--- config.mk ---
export PLATFORM = sky130hd
export DESIGN_NAME = mem_read_arbiter
export DESIGN_NICKNAME = d
export VERILOG_FILES = /design/src/rtl/mem_arb_pkg.sv /design/src/rtl/arb_tag_fifo.sv /design/src/rtl/mem_read_arbiter.sv
export SDC_FILE = /design/constraint.sdc
export NUM_CORES = 1
export LEC_CHECK = 0
export CORE_MARGIN = 5
export CORE_UTILIZATION = 56
export CTS_BUF_LIST = sky130_fd_sc_hd__clkbuf_8
export DETAILED_ROUTE_END_ITERATION = 12
export DONT_BUFFER_PORTS = 1
export PLACE_DENSITY_LB_ADDON = 0.08
export SLEW_MARGIN = 40
export SYNTH_ARGS = -nofsm -noshare
export SYNTH_HDL_FRONTEND = slang
export SYNTH_SLANG_ARGS = --single-unit
--- constraint.sdc ---
create_clock -name clk -period 2.4 [get_ports clk]
set_input_delay 0.12 -clock clk [delete_from_list [all_inputs] [get_ports clk]]
set_output_delay 0.12 -clock clk [all_outputs]
set_load 0.1 [all_outputs]
--- src/rtl/mem_arb_pkg.sv ---
// Shared types for the fetch/load memory read arbiter: requester ownership tags and issue FSM states.
package mem_arb_pkg;

    typedef enum logic {
        OWN_FETCH = 1'b0,
        OWN_LOAD  = 1'b1
    } owner_t;

    typedef enum logic {
        IDLE  = 1'b0,
        ISSUE = 1'b1
    } state_t;

    // Outstanding counter must represent 0..depth inclusive.
    function automatic int cnt_width(input int depth);
        return $clog2(depth) + 1;
    endfunction

endpackage

--- src/rtl/arb_tag_fifo.sv ---
// In-order owner/drop tag queue; head is combinational, push/pop take effect next cycle.
// No internal backpressure: caller must not push when full or pop when empty.
module arb_tag_fifo
    import mem_arb_pkg::*;
#(
    parameter int DEPTH = 4
) (
    input  logic   clk,
    input  logic   rst_n,
    input  logic   push_i,
    input  owner_t push_owner_i,
    input  logic   push_drop_i,
    input  logic   pop_i,
    input  logic   drop_fetch_i,
    output owner_t head_owner_o,
    output logic   head_drop_o,
    output logic   full_o,
    output logic   empty_o
);

    localparam int PTR_W = $clog2(DEPTH);

    logic [PTR_W-1:0] wr_ptr_q;
    logic [PTR_W-1:0] rd_ptr_q;
    logic [DEPTH-1:0] vld_q;
    logic [DEPTH-1:0] drop_q;
    owner_t           owner_q [DEPTH];

    assign empty_o      = ~vld_q[rd_ptr_q];
    assign full_o       = vld_q[wr_ptr_q];
    assign head_owner_o = owner_q[rd_ptr_q];
    assign head_drop_o  = drop_q[rd_ptr_q];

    always_ff @(posedge clk or negedge rst_n) begin
        if (!rst_n) begin
            wr_ptr_q <= '0;
            rd_ptr_q <= '0;
            vld_q    <= '0;
            drop_q   <= '0;
            for (int i = 0; i < DEPTH; i++) begin
                owner_q[i] <= OWN_LOAD;
            end
        end else begin
            for (int i = 0; i < DEPTH; i++) begin
                if (drop_fetch_i && vld_q[i] && owner_q[i] == OWN_FETCH) begin
                    drop_q[i] <= 1'b1;
                end
            end
            if (pop_i) begin
                vld_q[rd_ptr_q] <= 1'b0;
                rd_ptr_q        <= rd_ptr_q + PTR_W'(1);
            end
            // Push is applied last so a fresh entry takes its drop bit from the pusher.
            if (push_i) begin
                vld_q[wr_ptr_q]   <= 1'b1;
                owner_q[wr_ptr_q] <= push_owner_i;
                drop_q[wr_ptr_q]  <= push_drop_i;
                wr_ptr_q          <= wr_ptr_q + PTR_W'(1);
            end
        end
    end

endmodule

--- src/rtl/mem_read_arbiter.sv ---
// Arbitrates fetch/load reads onto one in-order memory port; grant to m_arvalid is 1 cycle, responses routed by tag.
// Stalls grants at OUTST_DEPTH outstanding or while m_arvalid waits; ARB_ROUND_ROBIN_EN selects round-robin over load-first.
module mem_read_arbiter
    import mem_arb_pkg::*;
#(
    parameter int ADDR_W      = 32,
    parameter int DATA_W      = 32,
    parameter int OUTST_DEPTH = 4
) (
    input  logic              clk,
    input  logic              rst_n,
    input  logic              f_arvalid,
    input  logic [ADDR_W-1:0] f_araddr,
    output logic              f_arready,
    output logic              f_rvalid,
    output logic [DATA_W-1:0] f_rdata,
    input  logic              f_rready,
    input  logic              f_flush,
    input  logic              l_arvalid,
    input  logic [ADDR_W-1:0] l_araddr,
    output logic              l_arready,
    output logic              l_rvalid,
    output logic [DATA_W-1:0] l_rdata,
    input  logic              l_rready,
    output logic              m_arvalid,
    output logic [ADDR_W-1:0] m_araddr,
    input  logic              m_arready,
    input  logic              m_rvalid,
    input  logic [DATA_W-1:0] m_rdata,
    output logic              m_rready
);

    localparam int CNT_W = cnt_width(OUTST_DEPTH);

    state_t            state_q;
    logic [ADDR_W-1:0] m_araddr_q;
    logic              m_arvalid_q;
    logic [CNT_W-1:0]  cnt_q;
    logic [CNT_W-1:0]  cnt_d;
`ifdef ARB_ROUND_ROBIN_EN
    owner_t            last_q;
`endif

    logic   can_grant;
    logic   gnt_load;
    logic   gnt_fetch;
    logic   grant;
    logic   pop;
    owner_t head_owner;
    logic   head_drop;
    logic   fifo_full;
    logic   fifo_empty;
    logic   route_load;
    logic   route_fetch;

    // rst_n gates the grant so no arready leaks out while reset is asserted.
    assign can_grant = rst_n && (state_q == IDLE) && !fifo_full
                       && (cnt_q < CNT_W'(OUTST_DEPTH));

    always_comb begin
        gnt_load  = 1'b0;
        gnt_fetch = 1'b0;
        if (can_grant) begin
`ifdef ARB_ROUND_ROBIN_EN
            if (l_arvalid && f_arvalid) begin
                gnt_fetch = (last_q == OWN_LOAD);
                gnt_load  = (last_q == OWN_FETCH);
            end else begin
                gnt_load  = l_arvalid;
                gnt_fetch = f_arvalid;
            end
`else
            gnt_load  = l_arvalid;
            gnt_fetch = f_arvalid && !l_arvalid;
`endif
        end
    end

    assign grant     = gnt_load | gnt_fetch;
    assign l_arready = gnt_load;
    assign f_arready = gnt_fetch;
    assign m_arvalid = m_arvalid_q;
    assign m_araddr  = m_araddr_q;

    always_comb begin
        cnt_d = cnt_q;
        case ({grant, pop})
            2'b10:   cnt_d = cnt_q + CNT_W'(1);
            2'b01:   cnt_d = cnt_q - CNT_W'(1);
            default: cnt_d = cnt_q;
        endcase
    end

    always_ff @(posedge clk or negedge rst_n) begin
        if (!rst_n) begin
            state_q     <= IDLE;
            m_arvalid_q <= 1'b0;
            m_araddr_q  <= '0;
            cnt_q       <= '0;
`ifdef ARB_ROUND_ROBIN_EN
            last_q      <= OWN_LOAD;
`endif
        end else begin
            cnt_q <= cnt_d;
            case (state_q)
                IDLE: begin
                    if (grant) begin
                        m_araddr_q  <= gnt_load ? l_araddr : f_araddr;
                        m_arvalid_q <= 1'b1;
                        state_q     <= ISSUE;
`ifdef ARB_ROUND_ROBIN_EN
                        last_q      <= gnt_load ? OWN_LOAD : OWN_FETCH;
`endif
                    end
                end
                ISSUE: begin
                    if (m_arready) begin
                        m_arvalid_q <= 1'b0;
                        state_q     <= IDLE;
                    end
                end
                default: begin
                    m_arvalid_q <= 1'b0;
                    state_q     <= IDLE;
                end
            endcase
        end
    end

    arb_tag_fifo #(
        .DEPTH (OUTST_DEPTH)
    ) u_tag_fifo (
        .clk          (clk),
        .rst_n        (rst_n),
        .push_i       (grant),
        .push_owner_i (gnt_load ? OWN_LOAD : OWN_FETCH),
        .push_drop_i  (f_flush && gnt_fetch),
        .pop_i        (pop),
        .drop_fetch_i (f_flush),
        .head_owner_o (head_owner),
        .head_drop_o  (head_drop),
        .full_o       (fifo_full),
        .empty_o      (fifo_empty)
    );

    // Dropped fetch data is sunk here so the memory never stalls on a redirected stream.
    assign route_load  = !fifo_empty && !head_drop && (head_owner == OWN_LOAD);
    assign route_fetch = !fifo_empty && !head_drop && (head_owner == OWN_FETCH);

    always_comb begin
        m_rready = 1'b0;
        if (!fifo_empty) begin
            if (head_drop)        m_rready = 1'b1;
            else if (route_load)  m_rready = l_rready;
            else                  m_rready = f_rready;
        end
    end

    assign pop      = m_rvalid && m_rready;
    assign l_rvalid = route_load && m_rvalid;
    assign f_rvalid = route_fetch && m_rvalid;
    assign l_rdata  = route_load ? m_rdata : '0;
    assign f_rdata  = route_fetch ? m_rdata : '0;

endmodule

==> out/results.txt, run 1 <==
Cells traversed along the worst timing path -> mux4_2, mux2i_4, a21oi_2, ha_2, inv_2, fa_2, xor2_1, nor2_1, xor2_1
Max-capacitance violation count -> 0
Final count of hold timing violations -> 0
Final weighted congestion in routability-driven placement -> 0.861
Leading cell type in the layout, fill and taps excluded -> sky130_fd_sc_hd__buf_12
Setup repair after global routing missed its margin -> yes
Setup Viol. Count Final -> 67
Final-layout fill cell count -> 156
Maximum number of buffers from clock root to sink -> 2
Proportion of synthesized chip area in sequential cells -> 42.1%
Placeable core area -> 5510 sq um
DRT antenna net count -> 0
Final-report max-slew violation count -> 0
Worst-case headroom to the max-slew limit -> 66.7%
Die outline area -> 7260 sq um
Path class of the lowest-slack min-delay path -> primary input to flop
H-Tree Depth -> 2
Cell type with the highest occurrence count on the critical path -> sky130_fd_sc_hd__xor2_1
WHS -> 10.9 ps
First-pass iteration count of the detailed router -> 4
CP Class -> flop to flop
Std cell rows -> 27
Synth area leaders -> sky130_fd_sc_hd__dfrtp_1 39%, sky130_fd_sc_hd__and2_1 13%, sky130_fd_sc_hd__mux2i_1 13%
Primary FF master, synth -> sky130_fd_sc_hd__dfrtp_1
Average vias per placed instance -> 6.20
Fraction of synthesized cell area taken by the top area cell type -> 38.7%
Initial Util -> 57.5%
Vias -> 3,156
Via count of the first global-routing pass -> 3,095
Violated checks -> negative setup slack
First-iteration detailed-routing DRC count -> 248
TritonCTS clock tree -> done
Average cell area after synthesis -> 9.80 sq um
Number of nets in the synthesized netlist -> 438
Number of buffers created by CTS -> 5
Most frequent cells in the layout -> 67 x sky130_fd_sc_hd__buf_12, 48 x sky130_fd_sc_hd__buf_4, 48 x sky130_fd_sc_hd__dfrtp_1, 40 x sky130_fd_sc_hd__mux2i_1, 37 x sky130_fd_sc_hd__a21oi_1
Delay of the slowest cell on the worst path -> 590 ps
Category of cells accounting for the largest share of critical-path delay -> multiplexers
Worst reg-to-reg setup slack -> -180 ps
IO Count -> 207
Run status -> complete, but fails checks
Die span in y -> 85.2 microns
Post-route DRC violation count -> 0
Worst-Margin Slew -> 499 ps
Clk_skew -> 7.23 ps
Post-CTS clock slew at the launch and capture registers of the worst setup and hold paths -> 100 ps
Critical Path AT -> 2830 ps
Area growth syn-to-layout -> 63.6%
Final worst-path cycle share -> 108%
Type of element capturing the critical path -> flop
CTS sink cnt -> 53
Die span in x -> 85.2 microns
Largest area contributor in the synthesized netlist -> sky130_fd_sc_hd__dfrtp_1
I/O Buffers -> 0
Estimated wirelength of the detail-placed design -> 8810 microns
Maximum number of pins on one net before global-route repair -> 73
Post-synthesis cell count -> 323
Final setup slack of the worst path -> -182 ps
Largest fanout of any net on the critical path -> 2
Warnings, synthesis -> 0
Post-synth design cell area -> 3170 sq um
Insertion delay to the later sink of the worst-skew pair -> 320 ps
Crit path required time -> 2650 ps
Fraction of layout instances using a drive strength above 1 -> 44.2%
Flip-flop and latch count after synthesis -> 53
Slowest cell on the critical path -> sky130_fd_sc_hd__mux4_2
Antenna violations before repair -> 0
Proportion of register bits with asynchronous set or reset after synthesis -> 100%
Number of antenna repair diodes -> 0
Startpoint type of the worst setup path -> flop
Setup Slack @ Placement -> -74.0 ps
Number of nets in the finished design -> 551
Post-synth EDFFs -> 0
Remaining global-route overflow -> 0
Maximum clock frequency -> 0.387 GHz
GRT Util Overall -> 31.0%
Minimum clock period after layout -> 2580 ps
Library cells used by synthesis -> 33
Critical path buffers and inverters -> 1
Wire length of the first global-routing pass -> 17,500 microns
Detailed-route wire length per cell -> 28.3 microns
Routed Wire Length -> 14,400 microns
Buffer cell driving the clock tree root -> sky130_fd_sc_hd__clkbuf_8
-- registers in the layout, indices dropped and copies added (netlist names) --
signal               count
cnt_q                    3
m_araddr                32
m_arvalid                1
state_q                  1
u_tag_fifo.drop_q        4
u_tag_fifo.owner_q       4
u_tag_fifo.rd_ptr_q      2
u_tag_fifo.vld_q         4
u_tag_fifo.wr_ptr_q      2
-- repair_timing --
action / CTS / global route
buffers inserted: 3 / 7
cloned: 0 / 3
pin swaps: 3 / 21
endpoints found under the setup margin: 67 / 51
hold buffers: 3 / 0
resized for setup: 6 / 48
hold endpoints to repair: 55 / 0
-- cell type report --
cell class                      instances  area [sq um]  area share (%)
Sequential cell                        53          1330            25.7
Multi-Input combinational cell        233          1760            34.0
Clock inverter                          3          17.5           0.338
Timing Repair Buffer                  125          1840            35.5
Inverter                               18          67.6            1.30
Clock buffer                            5          68.8            1.33
Tap cell                               72          90.1            1.74
-- worst paths after layout --
| check | startpoint | to | cells after the start |
|---|---|---|---|
| hold / removal | f_araddr[28] | m_araddr[28] | 2 |
| max in group asynchronous | rst_n | u_tag_fifo.owner_q[3] | 2 |
| min in group asynchronous | rst_n | u_tag_fifo.vld_q[1] | 2 |
| setup reg to reg | u_tag_fifo.rd_ptr_q[0] | cnt_q[2] | 9 |
| hold reg to reg | cnt_q[0] | cnt_q[0] | 1 |
| setup / recovery | u_tag_fifo.rd_ptr_q[0] | cnt_q[2] | 9 |
-- synth_stat cells (3+ instances only) --
master                     instances
sky130_fd_sc_hd__buf_6             3
sky130_fd_sc_hd__inv_1            18
sky130_fd_sc_hd__buf_2             4
sky130_fd_sc_hd__clkbuf_1          9
sky130_fd_sc_hd__a22o_1            4
sky130_fd_sc_hd__dfstp_2           4
sky130_fd_sc_hd__o21ai_0           6
sky130_fd_sc_hd__nor2_1           36
sky130_fd_sc_hd__nand2_1           6
sky130_fd_sc_hd__mux2i_1          40
sky130_fd_sc_hd__and2_1           66
sky130_fd_sc_hd__nand3_1           4
sky130_fd_sc_hd__a31oi_1           4
sky130_fd_sc_hd__ha_1              9
sky130_fd_sc_hd__a21oi_1          37
sky130_fd_sc_hd__dfrtp_1          49
sky130_fd_sc_hd__mux4_2            3
sky130_fd_sc_hd__xnor2_1           3
-- logic make-up after synthesis --
kind of cell	count (synthesis)	synth area share [%]
XOR/XNOR	5	1.38
adder cells (fa/ha/maj)	10	4.19
AO/OA/AOI/OAI	53	9.21
buffers and inverters	37	6.09
AND/OR/NAND/NOR	119	20.8
multiplexers	46	16.3
flip-flops	53	42.1
-- routing by layer --
layer / up-vias / share of wire (%) / GRT usage (%)
met5: - / 0 / 0
met3: 67 / 9.0 / 6.02
li1: 1301 / - / -
met2: 272 / 52 / 56.9
met4: 0 / 5.4 / 8.78
met1: 1516 / 34 / 36.5
-- metrics by stage --
| step | cell area, sq um | TNS, ps | utilization, % | cells |
|---|---|---|---|---|
| final | 5180 | -5230 | 94.0 | 509 |
| after global routing | 5180 | -7150 | 94.0 | 509 |
| after CTS | 5020 | -37.3 | 91.2 | 500 |
| after detailed placement | 4850 | -101 | 88.0 | 486 |
| after global placement | 4850 | 0 | 88.0 | 486 |
| after floorplan | 3210 | -156 | - | 323 |
Power of run 1 is not shown: default switching activity piles up to over one toggle a cycle in this logic, so the estimate is an artifact.
==> inputs of run 2 (changes only) <==
--- a/config.mk
+++ b/config.mk
@@ -5,12 +5,14 @@
 export SDC_FILE = /design/constraint.sdc
 export NUM_CORES = 1
 export LEC_CHECK = 0
+export CORE_ASPECT_RATIO = 1.2
 export CORE_MARGIN = 5
 export CORE_UTILIZATION = 56
 export CTS_BUF_LIST = sky130_fd_sc_hd__clkbuf_8
 export DETAILED_ROUTE_END_ITERATION = 12
 export DONT_BUFFER_PORTS = 1
 export PLACE_DENSITY_LB_ADDON = 0.08
+export RECOVER_POWER = 100
 export SLEW_MARGIN = 40
 export SYNTH_ARGS = -nofsm -noshare
 export SYNTH_HDL_FRONTEND = slang
==> run 2 against run 1 <==
Effect of this change: the run still ends with negative setup slack left; final area shrank 5.1%; largest cell class is now multi-input gates; clock skew increased by 1.5 ps; fmax grew 5.0%; count of clock-buffer cells in the layout up 1.
==> out/results.txt, run 2 (synthesis gave the netlist of run 1 again) <==
IO Count -> 207 (unchanged)
Worst reg2reg path depth -> 9 (unchanged)
Placeable core area -> 5590 sq um (+1.6%)
Register area -> 1330 sq um (about the same)
Setup repair after global routing missed its margin -> yes
Critical Path AT -> 2650 ps (-180 ps)
Initial Util -> 56.6% (-0.89 points)
Final-report max-slew violation count -> 0 (unchanged)
Std cell rows -> 30 (+11%)
Number of nets in the finished design -> 544 (-1.3%)
Clk_skew -> 8.71 ps (+1.48 ps)
DRT antenna net count -> 0 (unchanged)
Final weighted congestion in routability-driven placement -> 0.918 (+6.5%)
Maximum clock frequency -> 0.407 GHz (+5.0%)
First-pass iteration count of the detailed router -> 4 (unchanged)
Setup Viol. Count Final -> 1 (-99%)
Minimum clock period after layout -> 2460 ps (-122 ps)
Worst-Margin Slew -> 1260 ps (+761 ps)
Wire length of the first global-routing pass -> 15,600 microns (-11%)
Setup Slack @ Placement -> -32.3 ps (+41.7 ps)
Antenna violations before repair -> 0 (unchanged)
CP Class -> flop to flop
Die outline area -> 7260 sq um (about the same)
CTS sink cnt -> 53 (unchanged)
Cell count of the worst hold path -> 2 (unchanged)
Violated checks -> negative setup slack
Number of antenna repair diodes -> 0 (unchanged)
Flip-flop count of the largest register after layout -> 32 (unchanged)
Path class of the lowest-slack min-delay path -> primary input to flop
Final Util -> 87.9% (-6.2 points)
Final count of hold timing violations -> 0 (unchanged)
End of the worst register-to-register path -> cnt_q[2]
Hold-critical path endpoint -> m_araddr[25]
I/O Buffers -> 0 (unchanged)
Number of buffers created by CTS -> 5 (unchanged)
H-Tree Depth -> 2 (unchanged)
Detailed-route wire length per cell -> 21.4 microns (-24%)
Most Used Layer, Global Route -> met2
Type of element capturing the critical path -> flop
Insertion delay to the later sink of the worst-skew pair -> 300 ps (-20 ps)
Average vias per placed instance -> 5.78 (-6.8%)
Final setup slack of the worst path -> -60.0 ps (+122 ps)
Fraction of layout instances using a drive strength above 1 -> 32.6% (-12 points)
Run status -> complete, but fails checks
Die span in x -> 78.6 microns (-7.7%)
Area occupied by multi-input gates -> 1710 sq um (-2.8%)
Remaining global-route overflow -> 0 (unchanged)
First-iteration detailed-routing DRC count -> 147 (-41%)
GRT Util Overall -> 28.0% (-3.0 points)
Worst reg-to-reg setup slack -> -60 ps (+120 ps)
Max-capacitance violation count -> 0 (unchanged)
Maximum number of buffers from clock root to sink -> 2 (unchanged)
Estimated wirelength of the detail-placed design -> 7930 microns (-10%)
Most frequent cells in the layout -> 67 x sky130_fd_sc_hd__buf_12, 49 x sky130_fd_sc_hd__dfrtp_1, 40 x sky130_fd_sc_hd__mux2i_1, 37 x sky130_fd_sc_hd__a21oi_1
Buffer cell driving the clock tree root -> sky130_fd_sc_hd__clkbuf_8
Maximum number of pins on one net before global-route repair -> 73 (unchanged)
Placed Cells -> 477 (-1.9%)
Worst-case headroom to the max-slew limit -> 16.0% (-51 points)
Post-route DRC violation count -> 0 (unchanged)
Die span in y -> 92.4 microns (+8.4%)
Startpoint type of the worst setup path -> flop
Post-CTS clock slew at the launch and capture registers of the worst setup and hold paths -> 90 ps (about the same)
Post-route non-filler standard cell count -> 494 (-2.9%)
Met1 usage -> 28.9% (-7.5 points)
Launch instance of the worst register-to-register path -> u_tag_fifo.rd_ptr_q[0]
Crit path required time -> 2590 ps (-60 ps)
TritonCTS clock tree -> done
Final-layout fill cell count -> 272 (+74%)
Largest fanout of any net on the critical path -> 2 (unchanged)
Via count of the first global-routing pass -> 2,881 (-6.9%)
Leading cell type in the layout, fill and taps excluded -> sky130_fd_sc_hd__buf_12
Start point of the worst min-delay path -> f_araddr[25]
Met2 Use GR -> 52.6% (-4.3 points)
Fraction of met3 tracks used by global routing -> 7.78% (+1.8 points)
Final worst-path cycle share -> 103% (-5.1 points)
Vias -> 2,856 (-9.5%)
Area growth syn-to-layout -> 55.3%
Routed Wire Length -> 10,600 microns (-26%)
[run 2: per-stage QoR]
step / setup TNS, ps / cell area, sq um / hold WS [ps]
2_1_floorplan: -156 / 3210 / -176
3_3_place_gp: 0 / 4830 / -175
3_5_place_dp: -32.3 / 4830 / -175
4_1_cts: -15.2 / 5020 / 27.2
5_1_grt: -351 / 4910 / 31.1
6_report: -60.0 / 4910 / 33.0
[run 2: timing repair]
item                       in CTS  in global routing
setup endpoints to repair      37                 69
hold endpoints to repair       55                  0
pin swaps                       3                  1
cloned                          0                  2
resized for setup               3                  5
buffers inserted                3                  1
hold buffers                    3                  0
[run 2: area by class of cell]
class	instances	share of cell area (%)
Inverter	18	1.37
Timing Repair Buffer	117	32.7
Clock inverter	2	0.687
Tap cell	64	1.63
Multi-Input combinational cell	234	34.9
Sequential cell	53	27.1
Clock buffer	6	1.68
[run 2: worst max-delay path by stage]
stage	from	endpoint	slack, ps	cells after the start
final	u_tag_fifo.rd_ptr_q[0]	cnt_q[2]	-60	9
after global routing	u_tag_fifo.rd_ptr_q[0]	cnt_q[2]	-130	9
after CTS	u_tag_fifo.rd_ptr_q[0]	cnt_q[2]	-20	9
after detailed placement	u_tag_fifo.rd_ptr_q[0]	cnt_q[2]	-30	9
after global placement	u_tag_fifo.rd_ptr_q[0]	cnt_q[2]	60	9
after floorplan	u_tag_fifo.rd_ptr_q[0]	cnt_q[2]	-130	10
[run 2: critical path, cell delays in order, from the launching register on]
cell and delay, ps:
sky130_fd_sc_hd__dfrtp_1 380, sky130_fd_sc_hd__mux4_2 570, sky130_fd_sc_hd__mux2i_4 220, sky130_fd_sc_hd__a21oi_2 180, sky130_fd_sc_hd__ha_2 220, sky130_fd_sc_hd__inv_2 40
sky130_fd_sc_hd__fa_2 320, sky130_fd_sc_hd__xor2_1 180, sky130_fd_sc_hd__nor2_1 80, sky130_fd_sc_hd__xor2_1 160
[run 2: routing by layer]
layer / part of all wire, % / vias up
li1: - / 1295
met3: 10 / 23
met2: 54 / 188
met4: 2.7 / 0
met1: 33 / 1350
met5: 0 / -
Power of run 2 is left out for the same reason.
